File: config.mk
export PLATFORM = sky130hd
export DESIGN_NAME = iq_dur_avg
export DESIGN_NICKNAME = d
export VERILOG_FILES = /design/src/rtl/iq_dur_avg.sv
export SDC_FILE = /design/constraint.sdc
export NUM_CORES = 1
export LEC_CHECK = 0
export ABC_AREA = 1
export ABC_CLOCK_PERIOD_IN_PS = 3670
export CORE_ASPECT_RATIO = 0.8
export CORE_MARGIN = 2
export CORE_UTILIZATION = 30
export DETAILED_ROUTE_END_ITERATION = 8
export PLACE_DENSITY_LB_ADDON = 0.25
export REMOVE_ABC_BUFFERS = 1
export SYNTH_ARGS = -nofsm -noshare
export SYNTH_HDL_FRONTEND = slang
export SYNTH_SLANG_ARGS = --single-unit
File: constraint.sdc
create_clock -name clk -period 3.67 [get_ports clk]
set_input_delay 0.5505 -clock clk [delete_from_list [all_inputs] [get_ports clk]]
set_output_delay 0.5505 -clock clk [all_outputs]
set_load 0.01 [all_outputs]
File: src/rtl/iq_dur_avg.sv
// Consumer side of the IQ residency-duration monitor: per-class epoch accumulation
// followed by two serial restoring divisions that produce the fast/slow mean report.
module iq_dur_avg #(
    parameter  int DUR_W     = 10,
    parameter  int EPOCH_LEN = 64,
    localparam int CNT_W     = $clog2(EPOCH_LEN + 1),
    localparam int SUM_W     = DUR_W + CNT_W
) (
    input  logic             clk,
    input  logic             reset_n,
    input  logic             dur_valid,
    output logic             dur_ready,
    input  logic             dur_is_fast,
    input  logic [DUR_W-1:0] dur_value,
    input  logic             epoch_flush,
    output logic             avg_valid,
    input  logic             avg_ready,
    output logic [DUR_W-1:0] avg_fast,
    output logic [DUR_W-1:0] avg_slow,
    output logic [CNT_W-1:0] cnt_fast,
    output logic [CNT_W-1:0] cnt_slow,
    output logic             fast_empty,
    output logic             slow_empty
);

    localparam int DC_W = (SUM_W > 1) ? $clog2(SUM_W) : 1;

    typedef enum logic [1:0] {
        ACCUM,
        DIV_FAST,
        DIV_SLOW,
        REPORT
    } state_t;

    state_t state, state_nxt;

    logic [SUM_W-1:0] sum_fast, sum_slow;
    logic [CNT_W-1:0] acc_cnt_fast, acc_cnt_slow;

    // Divider: dvd shifts left, quotient bits enter at the LSB, so after SUM_W
    // steps dvd holds the quotient.
    logic [SUM_W-1:0] dvd;
    logic [CNT_W-1:0] dvs;
    logic [CNT_W:0]   rem;
    logic [DC_W-1:0]  bit_idx;
    logic [DUR_W-1:0] q_fast_hold;

    logic             accept;
    logic             close;
    logic [CNT_W:0]   total_nxt;
    logic [SUM_W-1:0] sum_fast_nxt, sum_slow_nxt;
    logic [CNT_W-1:0] cnt_fast_nxt, cnt_slow_nxt;
    logic [CNT_W+1:0] rem_shift, rem_diff;
    logic             take;
    logic [CNT_W:0]   rem_nxt;
    logic [SUM_W-1:0] dvd_nxt;
    logic             last_bit;

    always_comb begin
        accept       = (state == ACCUM) && dur_valid;
        sum_fast_nxt = sum_fast;
        sum_slow_nxt = sum_slow;
        cnt_fast_nxt = acc_cnt_fast;
        cnt_slow_nxt = acc_cnt_slow;
        if (accept && dur_is_fast) begin
            sum_fast_nxt = sum_fast + SUM_W'(dur_value);
            cnt_fast_nxt = acc_cnt_fast + CNT_W'(1);
        end
        if (accept && !dur_is_fast) begin
            sum_slow_nxt = sum_slow + SUM_W'(dur_value);
            cnt_slow_nxt = acc_cnt_slow + CNT_W'(1);
        end
        total_nxt = {1'b0, cnt_fast_nxt} + {1'b0, cnt_slow_nxt};
        close     = (state == ACCUM) &&
                    (epoch_flush || (accept && (total_nxt == (CNT_W+1)'(EPOCH_LEN))));
    end

    // Borrow out of rem_diff means the shifted remainder is below the divisor;
    // a zero divisor never takes, which forces a zero quotient.
    always_comb begin
        rem_shift = {rem, dvd[SUM_W-1]};
        rem_diff  = rem_shift - {2'b00, dvs};
        take      = (dvs != '0) && !rem_diff[CNT_W+1];
        rem_nxt   = take ? rem_diff[CNT_W:0] : rem_shift[CNT_W:0];
        dvd_nxt   = {dvd[SUM_W-2:0], take};
        last_bit  = (bit_idx == DC_W'(SUM_W - 1));
    end

    always_comb begin
        state_nxt = state;
        dur_ready = 1'b0;
        avg_valid = 1'b0;
        case (state)
            ACCUM: begin
                dur_ready = 1'b1;
                if (close) state_nxt = DIV_FAST;
            end
            DIV_FAST: begin
                if (last_bit) state_nxt = DIV_SLOW;
            end
            DIV_SLOW: begin
                if (last_bit) state_nxt = REPORT;
            end
            REPORT: begin
                avg_valid = 1'b1;
                if (avg_ready) state_nxt = ACCUM;
            end
            default: state_nxt = ACCUM;
        endcase
    end

    always_ff @(posedge clk) begin
        if (!reset_n) begin
            state        <= ACCUM;
            sum_fast     <= '0;
            sum_slow     <= '0;
            acc_cnt_fast <= '0;
            acc_cnt_slow <= '0;
            dvd          <= '0;
            dvs          <= '0;
            rem          <= '0;
            bit_idx      <= '0;
            q_fast_hold  <= '0;
            avg_fast     <= '0;
            avg_slow     <= '0;
            cnt_fast     <= '0;
            cnt_slow     <= '0;
            fast_empty   <= 1'b1;
            slow_empty   <= 1'b1;
        end else begin
            state <= state_nxt;
            case (state)
                ACCUM: begin
                    sum_fast     <= sum_fast_nxt;
                    sum_slow     <= sum_slow_nxt;
                    acc_cnt_fast <= cnt_fast_nxt;
                    acc_cnt_slow <= cnt_slow_nxt;
                    if (close) begin
                        dvd     <= sum_fast_nxt;
                        dvs     <= cnt_fast_nxt;
                        rem     <= '0;
                        bit_idx <= '0;
                    end
                end
                DIV_FAST: begin
                    dvd     <= dvd_nxt;
                    rem     <= rem_nxt;
                    bit_idx <= bit_idx + DC_W'(1);
                    if (last_bit) begin
                        q_fast_hold <= dvd_nxt[DUR_W-1:0];
                        dvd         <= sum_slow;
                        dvs         <= acc_cnt_slow;
                        rem         <= '0;
                        bit_idx     <= '0;
                    end
                end
                DIV_SLOW: begin
                    dvd     <= dvd_nxt;
                    rem     <= rem_nxt;
                    bit_idx <= bit_idx + DC_W'(1);
                    // Report registers change only here so they stay stable between reports.
                    if (last_bit) begin
                        avg_fast   <= q_fast_hold;
                        avg_slow   <= dvd_nxt[DUR_W-1:0];
                        cnt_fast   <= acc_cnt_fast;
                        cnt_slow   <= acc_cnt_slow;
                        fast_empty <= (acc_cnt_fast == '0);
                        slow_empty <= (acc_cnt_slow == '0);
                    end
                end
                REPORT: begin
                    if (avg_ready) begin
                        sum_fast     <= '0;
                        sum_slow     <= '0;
                        acc_cnt_fast <= '0;
                        acc_cnt_slow <= '0;
                    end
                end
                default: ;
            endcase
        end
    end

endmodule

==> metrics.md, run 1 <==
| Metric | Value |
|---|---|
| CP max-delay cell | dfxtp_1 |
| Share of layout cells above drive strength 1 | 0.0763 |
| Max stage delay on crit path | 0.34 ns |
| Postcts setup bufs | 0 |
| Worst-Skew Late Latency | 0.44 ns |
| First-pass GRT wire length | 37.9 mm |
| Setup TNS | 0 ns |
| Pwr/cell area | approximately 770 nW/um^2 |
| Vias in the first global route | 7249 |
| H-tree lvl count | 4 |
| Post-synth top area cell | dfxtp_1 |
| Worst Hold Path Cells | 2 |
| Vias per cell | 4.76 |
| Post-Syn Instances | around 1200 |
| Ranking of synthesized cells by area | dfxtp_1 33%, nand2_1 15%, a21oi_1 7.5% |
| P_leak | 4.32 nW |
| Die Y | 150 um |
| Antenna diodes | 0 |
| Design Power | 7.37 mW |
| Antenna-violating nets left | 0 |
| # IOs | 54 |
| Worst slew pin tran | between 0.6 and 0.7 ns |
| I/O Buffers | 53 |
| DRC viols | 0 |
| Core box area | 26300 sq um |
| Synth top area share | 0.333 |
| Final Hold Vio Count | 0 |
| Fill count | 2827 |
| Fin crit share | 0.889 |
| Final wirelength | about 23 mm |
| GR Overflow Total | 0 |
| Register area share after synthesis | 0.333 |
| Clock-pin slew of the registers on the worst-case setup and hold paths | 0.07 ns |
| Worst endpoint required time | slightly above 4 ns |
| Largest net degree at the start of global routing | 49 |
| Levels on crit path | 20 |
| DRT iter0 DRCs | 553 |
| Total track usage | 0.169 |
| Crit Path Category | reg -> reg |
| WP data arrival | 3.64 ns |
| Nets@finish | 1347 |
| FP Rows | 53 |
| Initial antenna violation count | 0 |
| Most used cell along the critical path | nand2_1 |
| Post-Syn Area | 8010 sq um |
| GPL Wtd Cong | 0.874 |
| Worst R2R Path Depth | 20 |
| Wire length per cell | 13.9 um |
| Register area | between 2000 and 3000 sq um |
| RSZ-0062 raised after global routing | false |
| Endpoints failing setup | 0 |
| Final Skew | around 0.015 ns |
| CTS tree | built |
| Crit path cell chain | inv_1, ha_4, nand3_1, xor2_1, inv_1, ha_1, ha_1, nor4_1, nand3_1, nor2_1, nand2_1, nor2_1, nand2_1, nor2_1, nand2_1, nand2_4, nand2_2, nand2_1, nand2_1, nor2_1 |
| Root Driver | clkbuf_16 |
| Tmin final | 3.26 ns |
| Die area | 28000 sq um |
| Clock Sinks | between 100 and 150 |
| CTS Buffer Depth | 2 |
| Synth Register Bits | approximately 130 |
| Area of the multi-input gates | 4680 sq um |
| Area Overhead vs Synth | 20.2% |
| Die Span X | roughly 190 um |
| VDD IR max | 0.428 mV |
| Hold Path Class | reg -> reg |
| Buf/Inv on CP | 2 |
| Max Clock Freq | ~300 MHz |
| CTS hold repair buffers | 0 |
| Status | finished clean |
| Final Max Slew Viols | 0 |
| Initial core utilization | 0.305 |
| Unique masters post-synth | 42 |
| Worst-path fanout max | 14 |
| Crit path launch type | flip-flop |
| Drt pass-1 iters | 5 |
| DPL Wire Length | between 15 and 20 mm |
| Setup crit end kind | flip-flop |
| Maxcap violations | 0 |
| Critical path's top delay family | simple AND/OR/NAND/NOR gates |
| Vias | 7879 |
| Syn avg cell area | 6.50 sq um |
| Num CTS Buffers | 17 |
| Rel. slew slack | 0.595 |
| Yosys warnings | 0 |
worst register-to-register path, delay by kind of cell, from the launching register on:
| family | cells | cell delay, ns |
|---|---|---|
| buffers and inverters | 2 | 0.27 |
| and+or+nand+nor | 14 | 1.71 |
| xor gates and xnor gates | 1 | 0.18 |
| adders and majority gates | 3 | 0.71 |
| DFF | 1 | 0.34 |
stage by stage:
stage               hold slack (ns)  worst slack (ns)  instance area, sq um  std cells  utilization
floorplan                     0.439             0.165                  7760       1176            -
global placement              0.451            0.0803                  9050       1623        0.344
detailed placement            0.457            0.0794                  9050       1623        0.344
CTS                           0.465             0.236                  9610       1654        0.366
global route                  0.497            0.0587                  9620       1654        0.366
finish                        0.461             0.407                  9620       1654        0.366
worst paths after layout:
check / from / endpoint / slack (ns)
worst max-delay path: state[1]$_SDFFE_PN0P_ / dvd[13]$_SDFFE_PN0P_ / 0.41
worst min-delay path: sum_slow[13]$_SDFFE_PN0P_ / sum_slow[13]$_SDFFE_PN0P_ / 0.46
worst max register to register: state[1]$_SDFFE_PN0P_ / dvd[13]$_SDFFE_PN0P_ / 0.41
worst min register to register: sum_slow[13]$_SDFFE_PN0P_ / sum_slow[13]$_SDFFE_PN0P_ / 0.46
logic make-up after synthesis:
family | Yosys count | synth area share
flops | 133 | 0.333
xor+xnor | 19 | 0.0208
buf+inv | 173 | 0.0858
fa+ha+maj | 46 | 0.0747
compound gates | 234 | 0.158
simple gates | 626 | 0.328
report_power, final:
group          internal (mW)  total, mW  switching (mW)
Clock                  0.992       1.67           0.682
Combinational           1.32       3.71            2.39
Sequential              1.74       1.99           0.250
Total                   4.05       7.37            3.32
area by class of cell:
cell class | count | area share
Clock buffer | 18 | 0.0446
Clock inverter | 13 | 0.0140
Inverter | 118 | 0.0460
Multi-Input combinational cell | 925 | 0.486
Sequential cell | 133 | 0.277
Tap cell | 357 | 0.0464
Timing Repair Buffer | 90 | 0.0861
cell usage after synthesis, drive strengths merged:
cell    number
nand2      330
nor2       163
dfxtp      133
a21oi      120
inv        114
nand3       85
o21ai       81
ha          43
clkbuf      40
buf         15
xor2        15
nand4       13
or2         12
a22oi        8
nand3b       8
nor3         8
nor4         5
o21bai       5
clkinv       4
xnor2        4
a221oi       3
a22o         3
a31oi        3
fa           3
o221ai       3
and3         2
o22ai        2
o311ai       2
a211oi       1
a21boi       1
o211ai       1
o41ai        1
placed cells by master (no fill, tap or decap), types with 7 or more instances in the layout:
| cell type | instances |
|---|---|
| ha_1 | 42 |
| nor2_1 | 158 |
| nor3_1 | 8 |
| or2_2 | 12 |
| nand3b_1 | 8 |
| nand2_2 | 7 |
| nand4_1 | 13 |
| a21oi_1 | 120 |
| nand3_1 | 82 |
| clkbuf_16 | 17 |
| nand2_1 | 322 |
| dfxtp_1 | 133 |
| buf_4 | 35 |
| clkdlybuf4s50_1 | 52 |
| xor2_1 | 15 |
| inv_1 | 112 |
| o21ai_0 | 80 |
| a22oi_1 | 8 |
what timing repair did:
action / CTS / global route
endpoints found under the hold margin: 0 / 0
resized for setup: 0 / 2
endpoints found under the setup margin: 0 / 38
routing by layer:
layer | wire (um) | GRT usage | vias up
met2 | 9490 | 0.250 | 166
met3 | 894 | 0.0280 | 18
met4 | 281 | 0.0504 | 0
met1 | 12400 | 0.251 | 3559
li1 | - | - | 4136
met5 | 0 | 0 | -
flip-flops by register name, indices dropped and copies added (netlist names), 8 cells and up:
signal and flops:
sum_slow 17, avg_fast 10, rem 8, q_fast_hold 10, dvd 17, sum_fast 17, avg_slow 10
Power figures use the tool's default switching activity.
==> run 2, diff against run 1 <==
--- a/config.mk
+++ b/config.mk
@@ -6,11 +6,12 @@
 export NUM_CORES = 1
 export LEC_CHECK = 0
 export ABC_AREA = 1
-export ABC_CLOCK_PERIOD_IN_PS = 3670
+export ABC_CLOCK_PERIOD_IN_PS = 2700
 export CORE_ASPECT_RATIO = 0.8
 export CORE_MARGIN = 2
 export CORE_UTILIZATION = 30
 export DETAILED_ROUTE_END_ITERATION = 8
+export GPL_TIMING_DRIVEN = 0
 export PLACE_DENSITY_LB_ADDON = 0.25
 export REMOVE_ABC_BUFFERS = 1
 export SYNTH_ARGS = -nofsm -noshare
==> constraint.sdc (replaced) <==
create_clock -name clk -period 2.7 [get_ports clk]
set_input_delay 0.405 -clock clk [delete_from_list [all_inputs] [get_ports clk]]
set_output_delay 0.405 -clock clk [all_outputs]
set_load 0.01 [all_outputs]
==> run 2 against run 1 <==
- the run now ends with capacitance limit, setup timing left
- critical path depth increased by 1
- die area unchanged
- first-iteration DRC count up 21%
- hold slack improved by 0.0097 ns
- sequential share of layout area fell by 1.9 points
- highest routed layer unchanged
==> metrics.md, run 2 (synthesis gave the netlist of run 1 again) <==
| Metric | Value |
|---|---|
| Status | finished with violations |
| Failing checks | capacitance limit, setup timing |
| Biggest regs | dvd x17, sum_fast x17, sum_slow x17 |
| GPL Wtd Cong | 0.866 |
| Clock Sinks | between 100 and 150 |
| GR Overflow Total | 0 |
| VDD IR max | 0.532 mV |
| Fin crit share | 1.21 |
| Met1 global-route usage | 0.258 |
| GRT Max-Usage Layer | met2 |
| Die Y | 150 um |
| Crit Path Category | reg -> reg |
| Die area | 28000 sq um |
| Tmin final | approximately 3.3 ns |
| Vias | 8073 |
| Root Driver | clkbuf_16 |
| Post-route cell area | 10400 sq um |
| DPL Wire Length | 15.8 mm |
| Met3 GRT Util | 0.0438 |
| Max Clock Freq | 305 MHz |
| Switching Share | 0.456 |
| Vias in the first global route | 7450 |
| Pwr/cell area | 1090 nW/um^2 |
| # IOs | 54 |
| Nets@finish | 1359 |
| Share of layout cells above drive strength 1 | 0.150 |
| Crit path launch type | flip-flop |
| Met2 Track Usage GR | 0.278 |
| Area Overhead vs Synth | 29.6% |
| Worst setup path startpoint | state[0]$_SDFFE_PN0P_ |
| CTS hold repair buffers | 0 |
| Comb pwr share | 0.535 |
| Initial antenna violation count | 0 |
| Maxcap violations | 1 |
| Initial core utilization | 0.305 |
| Core box area | 26300 sq um |
| Setup ws final | -0.578 ns |
| I/O Buffers | 53 |
| Place WS | -1.79 ns |
| DRC viols | 0 |
| Most common cell after layout, fill and taps aside | nand2_1 |
| Design Power | between 10 and 15 mW |
| Placed Area | just under 9000 sq um |
| Num CTS Buffers | 17 |
| Final Skew | roughly 0.011 ns |
| Die Span X | 187 um |
| Worst-path fanout max | 7 |
| CTS Buffer Depth | 2 |
| CTS tree | built |
| Antenna-violating nets left | 0 |
| Setup crit end kind | flip-flop |
| Final Hold Vio Count | 0 |
| Total track usage | 0.182 |
| Commonest cells after routing, fill and taps aside | 298 x nand2_1, 144 x nor2_1, 127 x dfxtp_1, 112 x a21oi_1, 104 x inv_1 |
| Worst-Skew Late Latency | 0.43 ns |
| Psw | 5.14 mW |
| Worst slew pin tran | between 1 and 1.5 ns |
| Reg2reg start | state[0]$_SDFFE_PN0P_ |
| Endpoints failing setup | 41 |
| Final wirelength | around 25 mm |
| DRT iter0 DRCs | 669 |
| RSZ-0062 raised after global routing | true |
| Pint | 6.14 mW |
| Clock-pin slew of the registers on the worst-case setup and hold paths | roughly 0.060 ns |
| Drt pass-1 iters | 5 |
| Largest net degree at the start of global routing | between 80 and 90 |
| Wire length per cell | roughly 15 um |
| Flop pwr share | 0.241 |
| Placed Cells incl. Taps | 1588 |
| Worst endpoint required time | 3.07 ns |
| Final Max Slew Viols | 0 |
| P_leak | 4.51 nW |
| First-pass GRT wire length | 40.6 mm |
| Clock power share | 0.224 |
| Hold Crit Start | sum_slow[16]$_SDFFE_PN0P_ |
| FP Rows | 53 |
| Vias per cell | 4.85 |
| Antenna diodes | 0 |
| WP data arrival | 3.64 ns |
| Hold Path Class | reg -> reg |
| Fill count | roughly 2800 |
| Layout Cells excl Fill | 1666 |
| H-tree lvl count | 4 |
| Rel. slew slack | 0.00148 |
[run 2: power by group through the flow]
stage	Clock [mW]	Sequential (mW)	Combinational, mW
final	2.52	2.72	6.04
after global placement	0	2.73	4.59
after CTS	2.58	2.70	5.45
after global routing	2.64	2.77	6.72
after detailed placement	0	2.73	4.72
after floorplan	0	2.64	3.35
[run 2: path summary, 6_finish.rpt]
path	endpoint	slack [ns]	cells past startpoint
hold reg to reg	sum_slow[16]$_SDFFE_PN0P_	0.47	2
setup / recovery	dvs[1]$_SDFFE_PN0P_	-0.58	21
setup reg to reg	dvs[1]$_SDFFE_PN0P_	-0.58	21
hold / removal	sum_slow[16]$_SDFFE_PN0P_	0.47	2
[run 2: what timing repair did]
action                     in CTS  in global routing
setup endpoints to repair     110                107
gates cloned                    9                  2
gates resized for setup        66                 65
pin swaps                      18                 22
buffers inserted               24                 12
[run 2: critical path, cell delays in order (launching register included)]
cell,delay (ns)
dfxtp_4,0.36
inv_4,0.06
ha_4,0.23
nand3_4,0.21
nor3_4,0.23
nand3_2,0.10
xor2_2,0.27
ha_2,0.33
inv_2,0.10
nor2_1,0.06
nor2_1,0.10
nand2_1,0.07
nor2_2,0.10
nand2_1,0.07
nor2_2,0.14
nand2_4,0.12
nand2_8,0.14
buf_4,0.16
nand2_8,0.06
nand2_2,0.11
nand2_1,0.05
nor2_1,0.10
[run 2: layout make-up]
cell class,instances,area (sq um),share of cell area
multi-input combinational,934,5230,0.504
sequential,133,2680,0.258
timing repair buffer,91,907,0.0874
clock buffer,22,494,0.0476
inverter,118,473,0.0456
tap,357,447,0.0430
clock inverter,9,141,0.0136
timing repair inverter,2,12.5,0.00121
[run 2: routing by layer]
| layer | vias up | part of all wire |
|---|---|---|
| li1 | 4166 | - |
| met1 | 3695 | 0.51 |
| met2 | 191 | 0.43 |
| met3 | 21 | 0.054 |
| met4 | 0 | 0.012 |
| met5 | - | 0 |
[run 2: metrics by stage]
| step | hold WS (ns) | TNS, ns | util |
|---|---|---|---|
| floorplan | 0.439 | -39.35 | - |
| global placement | 0.450 | -305.93 | 0.333 |
| detailed placement | 0.467 | -80.59 | 0.335 |
| CTS | 0.476 | -24.34 | 0.380 |
| global route | 0.495 | -26.14 | 0.395 |
| finish | 0.471 | -19.66 | 0.395 |
==> run 3, diff against run 2 <==
--- a/config.mk
+++ b/config.mk
@@ -6,7 +6,8 @@
 export NUM_CORES = 1
 export LEC_CHECK = 0
 export ABC_AREA = 1
-export ABC_CLOCK_PERIOD_IN_PS = 2700
+export ABC_CLOCK_PERIOD_IN_PS = 3250
+export CAP_MARGIN = 30
 export CORE_ASPECT_RATIO = 0.8
 export CORE_MARGIN = 2
 export CORE_UTILIZATION = 30
==> constraint.sdc (replaced) <==
create_clock -name clk -period 3.25 [get_ports clk]
set_input_delay 0.4875 -clock clk [delete_from_list [all_inputs] [get_ports clk]]
set_output_delay 0.4875 -clock clk [all_outputs]
set_load 0.01 [all_outputs]
==> run 3 against run 2 <==
- the flow finishes with violations (capacitance limit, slew limit)
- register-to-register slack better by 0.67 ns
- total power is 21% lower
- final cell count is 0.60% lower
- wire length is 3.0% lower
- die area stayed put
- combinational power is 21% lower
- maximum frequency is 3.8% higher
- first-iteration DRC count is 6.1% lower
- via count is 0.93% lower
- sequential cell count stayed put
- sequential share of layout area is 0.65 points higher
- hold slack worse by 0.0025 ns
==> metrics.md, run 3 (synthesis gave the netlist of run 1 again) <==
| Metric | Value |
|---|---|
| Largest net degree at the start of global routing | 85 |
| Endpoints failing setup | 0 |
| Root Driver | clkbuf_16 |
| Commonest cells after routing, fill and taps aside | 308 x nand2_1, 151 x nor2_1, 128 x dfxtp_1, 118 x a21oi_1, 106 x inv_1 |
| Total track usage | 0.172 |
| CP max-delay cell | dfxtp_4 |
| Wire length per cell | 14.9 um |
| CTS tree | built |
| Hold Path Class | reg -> reg |
| Max stage delay on crit path | between 0.3 and 0.4 ns |
| Clock Sinks | 133 |
| FP Rows | 53 |
| Final Hold Vio Count | 0 |
| Vias per cell | 4.83 |
| GR Overflow Total | 0 |
| Layout Cells excl Fill | ~1700 |
| Nets@finish | 1348 |
| Status | finished with violations |
| Placed Cells incl. Taps | 1591 |
| Pwr/cell area | 881 nW/um^2 |
| DRT iter0 DRCs | around 630 |
| Fill count | between 2000 and 3000 |
| P_leak | 4.41 nW |
| Crit Path Category | reg -> reg |
| WP data arrival | about 3.5 ns |
| I/O Buffers | 53 |
| Final Max Slew Viols | 8 |
| First-pass GRT wire length | 38.4 mm |
| DRC viols | 0 |
| Tmin final | 3.16 ns |
| Critical path's top delay family | simple AND/OR/NAND/NOR gates |
| Most used cell along the critical path | nand2_1 |
| VDD IR max | 0.422 mV |
| Num CTS Buffers | 17 |
| Area of the multi-input gates | about 5000 sq um |
| Max Clock Freq | 317 MHz |
| Failing checks | capacitance limit, slew limit |
| Biggest regs | dvd x17, sum_fast x17, sum_slow x17 |
| Buf/Inv on CP | 4 |
| Register area | approximately 2700 sq um |
| Die Span X | between 150 and 200 um |
| CTS Buffer Depth | 2 |
| Die area | 28000 sq um |
| Maxcap violations | 1 |
| Worst slew pin tran | 1.69 ns |
| Final Skew | 0.0127 ns |
| Worst-path fanout max | 7 |
| Core box area | 26300 sq um |
| R2R Setup Slk | a little over 0.09 ns |
| Initial core utilization | 0.305 |
| Clock-pin slew of the registers on the worst-case setup and hold paths | 0.06 ns |
| Crit path cell chain | inv_4, ha_4, buf_6, nand4_1, nor4_2, xor2_1, ha_2, inv_2, nor2_1, nor2_1, nand2_1, nor2_2, nand2_1, nor2_2, nand2_4, nand2_8, buf_4, nand2_1, nand2_1, nand2_1, nor2_1 |
| Most common cell after layout, fill and taps aside | nand2_1 |
| CTS hold repair buffers | 0 |
| GPL Wtd Cong | 0.866 |
| Initial antenna violation count | 0 |
| Die Y | 150 um |
| Design Power | 8.91 mW |
| Final wirelength | 24.7 mm |
| H-tree lvl count | 4 |
| DPL Wire Length | 16.0 mm |
| Drt pass-1 iters | 5 |
| Share of layout cells above drive strength 1 | 0.124 |
| RSZ-0062 raised after global routing | true |
| Vias | 7998 |
| Antenna-violating nets left | 0 |
| Area Overhead vs Synth | 26.4% |
| Crit path launch type | flip-flop |
| Worst-Skew Late Latency | 0.43 ns |
| # IOs | 54 |
| Worst endpoint required time | 3.61 ns |
| Rel. slew slack | -0.128 |
| Setup crit end kind | flip-flop |
| Fin crit share | 0.972 |
| Vias in the first global route | 7184 |
==> run 3: cell types whose count changed in the layout (fill, tap and decap cells not counted), moves of 5 or more <==
| cell | delta |
|---|---|
| nand2_1 | +10 |
| nor2_2 | -6 |
| a21oi_1 | +6 |
| a21oi_2 | -5 |
| nor2_1 | +7 |
| buf_4 | -11 |
| nand2_2 | -7 |
==> run 3: what timing repair did <==
item,in CTS,in global routing
resized for setup,31,60
pin swaps,6,21
setup endpoints to repair,42,42
buffers inserted,13,11
cloned,3,6
==> run 3: power by group <==
part / internal [mW] / leakage (nW) / switching [mW]
clock network: 1.11 / 0.276 / 0.775
logic: 1.72 / 3.05 / 3.05
registers: 1.97 / 1.08 / 0.282
==> run 3: per-stage QoR <==
| step | TNS [ns] | worst slack (ns) | area [sq um] | hold WS [ns] | utilization |
|---|---|---|---|---|---|
| after floorplan | -4.72 | -0.255 | 7760 | 0.439 | - |
| after global placement | -241.52 | -3.04 | 8740 | 0.450 | 0.333 |
| after detailed placement | -43.11 | -1.31 | 8870 | 0.467 | 0.338 |
| after CTS | 0 | 0.00853 | 9700 | 0.476 | 0.369 |
| after global routing | -2.65 | -0.130 | 10100 | 0.493 | 0.385 |
| final | 0 | 0.0914 | 10100 | 0.468 | 0.385 |
==> run 3: worst paths after layout <==
path	startpoint	endpoint	cells past startpoint
worst max-delay path	state[0]$_SDFFE_PN0P_	state[1]$_SDFFE_PN0P_	21
worst max register to register	state[0]$_SDFFE_PN0P_	state[1]$_SDFFE_PN0P_	21
worst min-delay path	cnt_slow[4]$_SDFFE_PN0P_	cnt_slow[4]$_SDFFE_PN0P_	2
worst min register to register	cnt_slow[4]$_SDFFE_PN0P_	cnt_slow[4]$_SDFFE_PN0P_	2
==> run 3: cell type report <==
cell class	count	area share
repair inverters	1	0.000742
well taps	357	0.0442
clock buffers	21	0.0465
multi-input cells	933	0.503
inverters	118	0.0454
repair buffers	82	0.0857
clock inverters	10	0.00977
flip-flops and latches	133	0.264
diodes	1	0.000247
==> run 3: metal layers <==
| layer | part of all wire | routed length, um | vias up | global-route usage |
|---|---|---|---|---|
| met5 | 0 | 0 | - | 0 |
| met4 | 0.0097 | 238 | 0 | 0.0425 |
| met3 | 0.045 | 1120 | 19 | 0.0338 |
| met2 | 0.42 | 10400 | 170 | 0.253 |
| met1 | 0.52 | 12900 | 3682 | 0.255 |
| li1 | - | - | 4127 | - |
==> run 3: worst register-to-register path, stage by stage, from the launching register on <==
cell	delay [ns]
dfxtp_4	0.36
inv_4	0.07
ha_4	0.22
buf_6	0.14
nand4_1	0.14
nor4_2	0.25
xor2_1	0.24
ha_2	0.32
inv_2	0.09
nor2_1	0.06
nor2_1	0.10
nand2_1	0.07
nor2_2	0.09
nand2_1	0.07
nor2_2	0.15
nand2_4	0.11
nand2_8	0.18
buf_4	0.15
nand2_1	0.05
nand2_1	0.07
nand2_1	0.04
nor2_1	0.12
